[config.mk]
export PLATFORM = sky130hd
export DESIGN_NAME = serial_add_sub
export DESIGN_NICKNAME = d
export VERILOG_FILES = /design/src/rtl/serial_add_sub.sv
export SDC_FILE = /design/constraint.sdc
export NUM_CORES = 1
export LEC_CHECK = 0
export CAP_MARGIN = 20
export CORE_MARGIN = 2
export CORE_UTILIZATION = 40
export CTS_CLUSTER_SIZE = 12
export DETAILED_ROUTE_END_ITERATION = 6
export MAX_ROUTING_LAYER = met4
export PLACE_DENSITY = 0.63
export SYNTH_ARGS = -nofsm -noshare
export SYNTH_HDL_FRONTEND = slang
export SYNTH_SLANG_ARGS = --single-unit
export TNS_END_PERCENT = 1
[constraint.sdc]
create_clock -name clk -period 1.35 [get_ports clk]
set_clock_uncertainty 0.15 [all_clocks]
set_input_delay 0.27 -clock clk [delete_from_list [all_inputs] [get_ports clk]]
set_output_delay 0.27 -clock clk [all_outputs]
set_load 0.02 [all_outputs]
[src/rtl/serial_add_sub.sv]
// Bit-serial adder/subtractor: one operand bit per clock, LSB first, giving an exact magnitude/sign/overflow result.
// Define SERIAL_ADD_SUB_SEG_EN to add active-low seven-segment outputs (seg, sign_seg) decoded from mag/neg.
module serial_add_sub #(
   parameter int WIDTH  = 4,
   parameter int SIGNED = 0
) (
   input  logic                            clk,
   input  logic                            rst_n,
   input  logic                            start,
   input  logic                            sub,
   input  logic [WIDTH-1:0]                a,
   input  logic [WIDTH-1:0]                b,
   output logic                            busy,
   output logic                            done,
   output logic [WIDTH:0]                  mag,
   output logic                            neg,
   output logic                            ovf
`ifdef SERIAL_ADD_SUB_SEG_EN
   ,
   output logic [7*((WIDTH+4)/4)-1:0]      seg,
   output logic [6:0]                      sign_seg
`endif
);

   localparam int CNT_W = $clog2(WIDTH);

   typedef enum logic [1:0] {
      S_IDLE = 2'd0,
      S_CALC = 2'd1,
      S_FIX  = 2'd2
   } state_t;

   typedef struct packed {
      logic           neg;
      logic [WIDTH:0] mag;
      logic           ovf;
   } result_t;

   // {carry, sum} of a single full-adder cell
   function automatic logic [1:0] full_add(input logic x, input logic y, input logic ci);
      logic s;
      logic co;
      s  = x ^ y ^ ci;
      co = (x & y) | (x & ci) | (y & ci);
      return {co, s};
   endfunction

   // Turns the serial sum plus its two top carries into the exact (WIDTH+1)-bit result.
   function automatic result_t fix_result(input logic [WIDTH-1:0] raw,
                                          input logic             cout,
                                          input logic             cmsb,
                                          input logic             is_sub);
      result_t        r;
      logic [WIDTH:0] exact;
      if (SIGNED != 0) begin
         r.ovf = cmsb ^ cout;
         // true sign is the WIDTH-bit sum sign corrected by overflow
         exact = {raw[WIDTH-1] ^ r.ovf, raw};
         r.neg = exact[WIDTH];
      end else if (!is_sub) begin
         r.ovf = cout;
         exact = {cout, raw};
         r.neg = 1'b0;
      end else begin
         // no carry out means a borrow: result is raw - 2^WIDTH
         r.ovf = ~cout;
         exact = {~cout, raw};
         r.neg = ~cout;
      end
      r.mag = r.neg ? (-exact) : exact;
      return r;
   endfunction

   state_t             state_q, state_d;
   logic [WIDTH-1:0]   a_q, a_d;
   logic [WIDTH-1:0]   b_q, b_d;
   logic               sub_q, sub_d;
   logic               c_q, c_d;
   logic               cmsb_q, cmsb_d;
   logic [WIDTH-1:0]   raw_q, raw_d;
   logic [CNT_W-1:0]   cnt_q, cnt_d;
   logic               busy_q, busy_d;
   logic               done_q, done_d;
   logic [WIDTH:0]     mag_q, mag_d;
   logic               neg_q, neg_d;
   logic               ovf_q, ovf_d;

   logic [1:0]         fa;
   result_t            res;

   always_comb begin
      state_d = state_q;
      a_d     = a_q;
      b_d     = b_q;
      sub_d   = sub_q;
      c_d     = c_q;
      cmsb_d  = cmsb_q;
      raw_d   = raw_q;
      cnt_d   = cnt_q;
      busy_d  = busy_q;
      done_d  = 1'b0;
      mag_d   = mag_q;
      neg_d   = neg_q;
      ovf_d   = ovf_q;
      fa      = full_add(a_q[0], b_q[0], c_q);
      res     = fix_result(raw_q, c_q, cmsb_q, sub_q);

      case (state_q)
         S_IDLE: begin
            if (start) begin
               a_d     = a;
               b_d     = b ^ {WIDTH{sub}};
               sub_d   = sub;
               c_d     = sub;
               cmsb_d  = 1'b0;
               raw_d   = '0;
               cnt_d   = '0;
               busy_d  = 1'b1;
               state_d = S_CALC;
            end
         end
         S_CALC: begin
            raw_d = {fa[0], raw_q[WIDTH-1:1]};
            a_d   = {1'b0, a_q[WIDTH-1:1]};
            b_d   = {1'b0, b_q[WIDTH-1:1]};
            c_d   = fa[1];
            if (cnt_q == CNT_W'(WIDTH-1)) begin
               cmsb_d  = c_q;
               state_d = S_FIX;
            end else begin
               cnt_d = cnt_q + 1'b1;
            end
         end
         S_FIX: begin
            mag_d   = res.mag;
            neg_d   = res.neg;
            ovf_d   = res.ovf;
            done_d  = 1'b1;
            busy_d  = 1'b0;
            state_d = S_IDLE;
         end
         default: begin
            busy_d  = 1'b0;
            state_d = S_IDLE;
         end
      endcase
   end

   always_ff @(posedge clk or negedge rst_n) begin
      if (!rst_n) begin
         state_q <= S_IDLE;
         a_q     <= '0;
         b_q     <= '0;
         sub_q   <= 1'b0;
         c_q     <= 1'b0;
         cmsb_q  <= 1'b0;
         raw_q   <= '0;
         cnt_q   <= '0;
         busy_q  <= 1'b0;
         done_q  <= 1'b0;
         mag_q   <= '0;
         neg_q   <= 1'b0;
         ovf_q   <= 1'b0;
      end else begin
         state_q <= state_d;
         a_q     <= a_d;
         b_q     <= b_d;
         sub_q   <= sub_d;
         c_q     <= c_d;
         cmsb_q  <= cmsb_d;
         raw_q   <= raw_d;
         cnt_q   <= cnt_d;
         busy_q  <= busy_d;
         done_q  <= done_d;
         mag_q   <= mag_d;
         neg_q   <= neg_d;
         ovf_q   <= ovf_d;
      end
   end

   assign busy = busy_q;
   assign done = done_q;
   assign mag  = mag_q;
   assign neg  = neg_q;
   assign ovf  = ovf_q;

`ifdef SERIAL_ADD_SUB_SEG_EN
   localparam int NDIG = (WIDTH + 4) / 4;

   function automatic logic [6:0] hex7(input logic [3:0] d);
      case (d)
         4'h0:    return 7'h40;
         4'h1:    return 7'h79;
         4'h2:    return 7'h24;
         4'h3:    return 7'h30;
         4'h4:    return 7'h19;
         4'h5:    return 7'h12;
         4'h6:    return 7'h02;
         4'h7:    return 7'h78;
         4'h8:    return 7'h00;
         4'h9:    return 7'h10;
         4'hA:    return 7'h08;
         4'hB:    return 7'h03;
         4'hC:    return 7'h46;
         4'hD:    return 7'h21;
         4'hE:    return 7'h06;
         default: return 7'h0E;
      endcase
   endfunction

   logic [4*NDIG-1:0] mag_pad;

   always_comb begin
      mag_pad          = '0;
      mag_pad[WIDTH:0] = mag_q;
      for (int i = 0; i < NDIG; i++) begin
         seg[7*i +: 7] = hex7(mag_pad[4*i +: 4]);
      end
   end

   assign sign_seg = neg_q ? 7'h3F : 7'h7F;
`endif

endmodule

# ---- After elaboration in Yosys (flattened, before gate mapping)
# Cells that the tools add are included.
dict set report classes {
  shifts 0
  n_mux 21
  n_div 0
  n_bitwise 10
  reduce_logical 7
  magnitude_cmp 0
  n_mul 0
  n_eq_ne 6
  addsub 2
}
# cell n
set op_table {}
lappend op_table {{4-bit case mux with 2 select lines} 3}
lappend op_table {{4-bit two-way mux} 3}
lappend op_table {{5-bit two-way mux} 2}
lappend op_table {{2-bit two-way mux} 4}
lappend op_table {{2-bit case mux with 2 select lines} 2}
lappend op_table {{2-bit AND reduction} 4}
lappend op_table {{2-bit inequality test, second input constant} 3}
lappend op_table {{1-bit two-way mux} 5}
lappend op_table {{5-bit negator} 1}
lappend op_table {{2-bit == test, second input constant} 2}
lappend op_table {{1-bit case mux with 2 select lines} 2}
lappend op_table {{4-bit XOR} 1}
lappend op_table {{1-bit AND} 3}
lappend op_table {{3-bit AND reduction} 1}
lappend op_table {{2-bit by 1-bit adder with 2-bit output, second input constant} 1}
lappend op_table {{2-bit by 1-bit == test with 1-bit output, second input constant} 1}
lappend op_table {{2-bit zero test} 1}
lappend op_table {{1-bit NOT} 2}
lappend op_table {{1-bit bitwise OR} 2}
lappend op_table {{2-bit nonzero test} 1}
lappend op_table {{1-bit XOR} 2}
dict set report word_totals {
  inputBits 12
  out_inout_bits 9
  ff_bits 27
  ram_bits 0
  n_memories 0
  word_cells 58
  latch_bits 0
  romBits 0
}

# ---- Logic depth before layout (Yosys ltp)
# Gate-level depths: netlist (run 1).
dict set report depth {
  ltp_word 4
  mapped_depth 5
}

# ---- Least setup slack after synthesis (run 1)
# No wires, ideal clock.
dict set report synth_timing {
  path_kind {reg2reg}
  startpoint {reg state_q[1]}
  endpoint {reg c_q}
  stages_incl_launch_ff 4
  required_time_ps 1062
  n_path_buf 0
  slack_ps 4
  t_arrival_ps 1058
  cell_sequence {dfrtp_1 > or3b_2 > a21oi_1 > a221oi_1}
}
dict set report synth_via {
  elab_chain_len 3
}
# element line
set synth_lines {}
lappend synth_lines {{start: declaration} 74} ;# state_t state_q, state_d;
lappend synth_lines {{start signal: assignment} 165} ;# state_q <= state_d;
lappend synth_lines {{2-bit by 1-bit == test with 1-bit output / 2-bit zero test (equally long branches)} 108} ;# case (state_q)
lappend synth_lines {{2-bit nonzero test (no line) / 2-bit inequality test (equally long branches)} -}
lappend synth_lines {{2-bit AND reduction (no line)} -}
lappend synth_lines {{end signal: assignment} 155} ;# c_q <= 1'b0;
lappend synth_lines {{end signal: assignment} 169} ;# c_q <= c_d;
lappend synth_lines {{end: declaration} 78} ;# logic c_q, c_d;
# Parallel ways exist; a longest one is shown, timed or not.
# A chain may end at the register's enable or synchronous reset.

# ---- Final worst setup path (run 1)
# Ends and elaborated chain as after synthesis.

==> results of run 1 <==
==> state kept, by name, indices dropped and copies added (netlist names) <==
signal   count
a_q          4
b_q          4
busy         1
c_q          1
cnt_q        2
done         1
mag          5
neg          1
ovf          1
raw_q        4
state_q      2
sub_q        1
==> layer usage <==
metal / GRT usage [%] / share of wire, % / vias to the layer above / wire, µm
li1: - / - / 503 / -
met1: 20.68 / 44 / 470 / 1167
met2: 28.88 / 51 / 23 / 1350
met3: 2.772 / 5.2 / 2 / 140
met4: 5.590 / 0.52 / 0 / 14
met5: - / 0 / - / 0
==> worst max-delay path, delay by kind of cell (launching register included) <==
family / cells / cell delay (ns)
flip-flops: 1 / 0.47
AO/OA/AOI/OAI: 2 / 0.24
AND/OR/NAND/NOR: 1 / 0.48
==> cell usage after synthesis, drive strengths merged <==
cell	n
a21oi	3
a221oi	1
a22o	7
a22oi	8
a31oi	1
buf	5
clkbuf	1
dfrtp	27
fa	1
ha	4
inv	9
mux2	2
mux2i	1
nand2	14
nand2b	1
nand3b	1
nor2	7
nor2b	4
nor3b	2
o21a	1
o21ai	12
o21bai	1
o31ai	1
or2	1
or3b	1
xnor2	1
xor2	5
==> layout make-up <==
| class | count | area, µm² | share of cell area, % |
|---|---|---|---|
| Clock buffer | 4 | 26.28 | 1.511 |
| Inverter | 9 | 33.78 | 1.942 |
| Sequential cell | 27 | 678.2 | 38.99 |
| Multi-Input combinational cell | 80 | 598.1 | 34.39 |
| Timing Repair Buffer | 43 | 347.8 | 20.00 |
| Tap cell | 44 | 55.05 | 3.165 |
==> placed cells by master, fill, tap and decap left out, types with 2 or more instances in the layout <==
master           instances
dfrtp_1                 25
buf_4                   20
nand2_1                 14
clkdlybuf4s50_1         11
o21ai_0                  9
buf_2                    9
inv_1                    8
a22oi_1                  8
nor2_1                   7
a22o_1                   7
xor2_1                   5
nor2b_2                  3
a21oi_1                  3
clkbuf_4                 3
mux2_2                   2
o21ai_1                  2
ha_4                     2
buf_6                    2
dfrtp_2                  2
==> cells by family (layout without fill, tap and decap cells) <==
logic type	Yosys count	after routing	share of synthesized area [%]
fa+ha+maj	5	5	5.448
xor+xnor	6	6	4.086
simple gates	31	31	11.87
mux	3	3	2.529
flops	27	27	52.53
buf+inv	15	56	5.058
compound gates	35	35	18.48
==> power groups by stage <==
stage	Combinational, mW	Sequential, mW	Clock (mW)
finish	1.85	1.40	0.357
global route	2.12	1.45	0.407
CTS	1.71	1.37	0.365
detailed placement	1.77	1.38	0
global placement	1.72	1.37	0
floorplan	0.886	1.46	0
==> stage by stage <==
stage	std cells	utilization (%)
CTS	207	55.20
finish	207	56.97
global route	207	56.97
floorplan	122	-
global placement	203	55.53
detailed placement	203	55.53
==> how the worst max path moves through the flow <==
stage	to	slack [ns]	cells after the start
after floorplan	c_q$_DFFE_PN0P_	0.004	3
final	c_q$_DFFE_PN0P_	-0.09	3
after CTS	c_q$_DFFE_PN0P_	-0.04	3
after detailed placement	c_q$_DFFE_PN0P_	-0.36	4
after global placement	c_q$_DFFE_PN0P_	-0.34	4
after global routing	c_q$_DFFE_PN0P_	-0.15	4
==> timing repair <==
item                                    4_1_cts  5_1_grt
cloned                                        0        0
pin swaps                                     2        2
endpoints found under the setup margin       17       22
gates resized for setup                      42       14
==> run metrics, run 1 <==
status=finished, violations left; failing checks=negative setup slack; WS Path Type=flip-flop to flip-flop; Post-Syn Instances=122; RR Startpoint=state_q[1]$_DFFE_PN0P_; vias in the first global route=965; Switching Share=38.89%; endpoints failing hold=0; final wirelength=2673 µm; post-CTS setup repair buffer count=0; cell area after synthesis=0.001286 mm²; clock sink count=27; worst setup margin=-0.08739 ns; slew margin rel.=85.63%; post-synthesis sequential area ratio=52.53%; Setup Total Neg Slack=-0.1627 ns; nets@finish=181; cts-stage hold buffer count=0; Synth top area share=52.53%; dpl hpwl=1902 µm; CP Cell Sequence=or3b_2 > a21oi_1 > a221oi_2; RSZ-0062 raised after global routing=yes; initial antenna violation count=0; root buffer cell=clkbuf_4; Worst VDD drop=769.5 µV; CP startpoint=state_q[1]$_DFFE_PN0P_; FF-to-FF setup slack=-0.09 ns; die area=0.003685 mm²; Leak=0.8147 nW; Pwr per Cell Area=2079 mW/mm²; Starting Density=42.13%; worst skew pair latency=0.32 ns; CTS clock-pin slew for the worst setup and hold paths=0.15 ns; Max Root-Sink Buffers=2; Die H=60.71 µm; largest net degree at the start of global routing=28; WHS=0.1230 ns; Worst Setup End Kind=flip-flop; Cell Rows=20; Crit Path Max Fanout=5; DP Area=0.001695 mm²; CP max-delay cell=or3b_2; layout cell share with drive strength beyond 1=33.13%; Arrival @ worst endpoint=1.52 ns; Net Sw Power=1.406 mW; Design Area, Final=0.001739 mm²; io pins=21; antenna cells=0; RePlAce Congestion=0.8205; WP data required=1.43 ns; synthesized area per cell=10.54 µm²; Final min period=1.437 ns; global route overflow=0; ANT nets after route=0; slowest stage delay, CP=0.48 ns; Detailed Routing Iterations Pass 1=4; DR vias=998; PortBufs=20; first-pass GRT wire length=4436 µm; final total power=3.616 mW; period utilization=106.5%; DRC viols=0; Comb pwr share=51.3%; Yosys top cell by area=dfrtp_1; Finish-stage setup viols=3; Sequential Power Share=38.8%; Worst Reg2Reg Path Length in Cells=3; P&R area growth vs syn=35.21%; crit path launch type=flip-flop; post-synth cell types=29; Total GRT Usage=17.04%; number of synthesized register bits=27; Fill cells=294; drt first-iter violations=39; CTS tree=yes; DP Worst Slack=-0.3612 ns; max-slew violation count=0; Die W=60.71 µm; syn_nets=139; Max Cap Viol=0; Avg WL per Cell=12.91 µm; internal power=2.210 mW; Clk network pwr share=9.9%; Core Area=0.003053 mm²; Hold Path Class=input port to async pin; maximum achievable frequency=695.7 MHz; Via-to-Cell Ratio=4.821; Ys Warns=0; htree depth=1; clock buffer count from CTS=3; Reg2Reg Capture Point=c_q$_DFFE_PN0P_; Slew @ Worst Pin=0.2143 ns; top cells by area, synth=dfrtp_1 53%, a22o_1 4.8%, o21ai_0 4.7%
No activity file was read; power rests on OpenSTA's default activity.
==> inputs of run 2 (changes only) <==
Settings changed: CORE_MARGIN 2 to 4.
==> run metrics, run 2 (synthesis gave the netlist of run 1 again) <==
dpl hpwl=1922 µm (+1.0%); WHS=0.1472 ns (+0.02425 ns); slew margin rel.=81.16% (-4.5 points); maximum achievable frequency=739.1 MHz (+6.2%); Slew @ Worst Pin=0.2820 ns (+0.06770 ns); root buffer cell=clkbuf_4; DP Area=0.001695 mm² (unchanged); max reg flops=5 (unchanged); Die W=64.71 µm (+6.6%); CP startpoint=cnt_q[1]$_DFFE_PN0P_; Finish-stage setup viols=1 (-2); crit path launch type=flip-flop; Core Area=0.003053 mm² (unchanged); Die H=64.71 µm (+6.6%); status=finished, violations left; RSZ-0062 raised after global routing=yes; Fill cells=306 (+4.1%); CTS tree=yes; Layout Utilization=56.80% (-0.16 points); clock sink count=27 (unchanged); worst skew pair latency=0.31 ns (about the same); failing checks=negative setup slack; Cell Rows=20 (unchanged); Final min period=1.353 ns (-0.08445 ns); WP data required=1.42 ns (about the same); Via-to-Cell Ratio=4.785 (-0.76%); Multi-input gate area=578.1 µm² (-3.3%); antenna cells=0 (unchanged); endpoints failing hold=0 (unchanged); max-slew violation count=0 (unchanged); FF-to-FF setup slack=-0.003 ns (+0.08 ns); period utilization=100.2% (-6.3 points); DP Worst Slack=-0.3885 ns (-0.02735 ns); worst setup margin=-0.002936 ns (+0.08445 ns); Worst VDD drop=850.8 µV (+11%); Design Area, Final=0.001734 mm² (-0.29%); io pins=21 (unchanged); vias in the first global route=1,095 (+13%); DR vias=1,000 (+0.20%); RR Startpoint=cnt_q[1]$_DFFE_PN0P_; first-pass GRT wire length=4657 µm (+5.0%); Crit Path Max Fanout=4 (-1); layout cell share with drive strength beyond 1=31.52% (-1.6 points); Starting Density=42.13% (unchanged); Detailed Routing Iterations Pass 1=2 (-2); register area=678.2 µm² (unchanged); final total power=3.507 mW (-3.0%); final wirelength=2527 µm (-5.5%); Setup Total Neg Slack=-0.002936 ns (+0.1598 ns); Max Root-Sink Buffers=2 (unchanged); htree depth=1 (unchanged); die area=0.004187 mm² (+14%); initial antenna violation count=0 (unchanged); P&R area growth vs syn=34.82%; global route overflow=0 (unchanged); CP Cell Sequence=ha_4 > nor2_1 > mux2_2 > a22o_1; Max Cap Viol=0 (unchanged); commonest non-fill, non-tap cell in the layout=dfrtp_1; nets@finish=183 (+1.1%); drt first-iter violations=8 (-79%); commonest cells after routing, fill and taps aside=25 x dfrtp_1, 22 x buf_4, 14 x nand2_1; Worst Setup End Kind=flip-flop; Reg2Reg Capture Point=cnt_q[0]$_DFFE_PN0P_; CP max-delay cell=dfrtp_1; largest net degree at the start of global routing=28 (unchanged); cts-stage hold buffer count=0 (unchanged); Avg WL per Cell=12.09 µm (-6.4%); DRC viols=0 (unchanged); slowest stage delay, CP=0.43 ns (-0.05 ns); crit path to=cnt_q[0]$_DFFE_PN0P_; Total GRT Usage=14.29% (-2.8 points); RePlAce Congestion=0.7736 (-5.7%); Hold Path Class=input port to async pin; placed cells=203 (unchanged); Cell Count, Final, Fillers Out=209 (+0.97%); CTS clock-pin slew for the worst setup and hold paths=0.14 ns (about the same); Leak=0.8267 nW (+1.5%); Worst Reg2Reg Path Length in Cells=4 (+1); ANT nets after route=0 (unchanged); clock buffer count from CTS=3 (unchanged); Arrival @ worst endpoint=1.43 ns (-0.09 ns); Pwr per Cell Area=2022 mW/mm² (-2.7%); WS Path Type=flip-flop to flip-flop; PortBufs=20 (unchanged)
run 2: how the worst min path moves through the flow:
| stage | depth (start not counted) | slack [ns] | end |
|---|---|---|---|
| after detailed placement | 2 | 0.32 | mag[2]$_DFFE_PN0P_ |
| after CTS | 2 | 0.14 | ovf$_DFFE_PN0P_ |
| after floorplan | 0 | -0.18 | a_q[0]$_DFFE_PN0P_ |
| after global placement | 2 | 0.31 | mag[2]$_DFFE_PN0P_ |
| final | 2 | 0.15 | ovf$_DFFE_PN0P_ |
| after global routing | 2 | 0.13 | done$_DFF_PN0_ |
run 2: per-layer routing:
metal | GRT usage [%] | wire [µm]
met2 | 24.27 | 1284
met1 | 16.76 | 1115
met3 | 3.466 | 118
met5 | - | 0
met4 | 4.222 | 9
run 2: worst max-delay path, delay by kind of cell (launching register included):
family,cells,cell delay [ns]
muxes,1,0.25
and+or+nand+nor,1,0.05
AOI/OAI and AO/OA,1,0.22
DFF,1,0.43
adders and majority gates,1,0.16
run 2: timing repair:
| item | 4_1_cts | 5_1_grt |
|---|---|---|
| gates cloned | 0 | 0 |
| endpoints found under the setup margin | 24 | 25 |
| pin swaps | 0 | 3 |
| resized for setup | 46 | 6 |
| setup buffers | 2 | 0 |
run 2: area by class of cell:
class | count | share of cell area [%]
inverters | 9 | 1.948
multi-input cells | 80 | 33.33
repair buffers | 45 | 20.92
clock buffers | 4 | 1.515
flip-flops and latches | 27 | 39.11
well taps | 44 | 3.175
run 2: where the power goes:
| group | internal (mW) | switching (mW) |
|---|---|---|
| clock network | 0.115 | 0.222 |
| logic | 0.936 | 0.854 |
| registers | 1.14 | 0.241 |
| total | 2.19 | 1.32 |
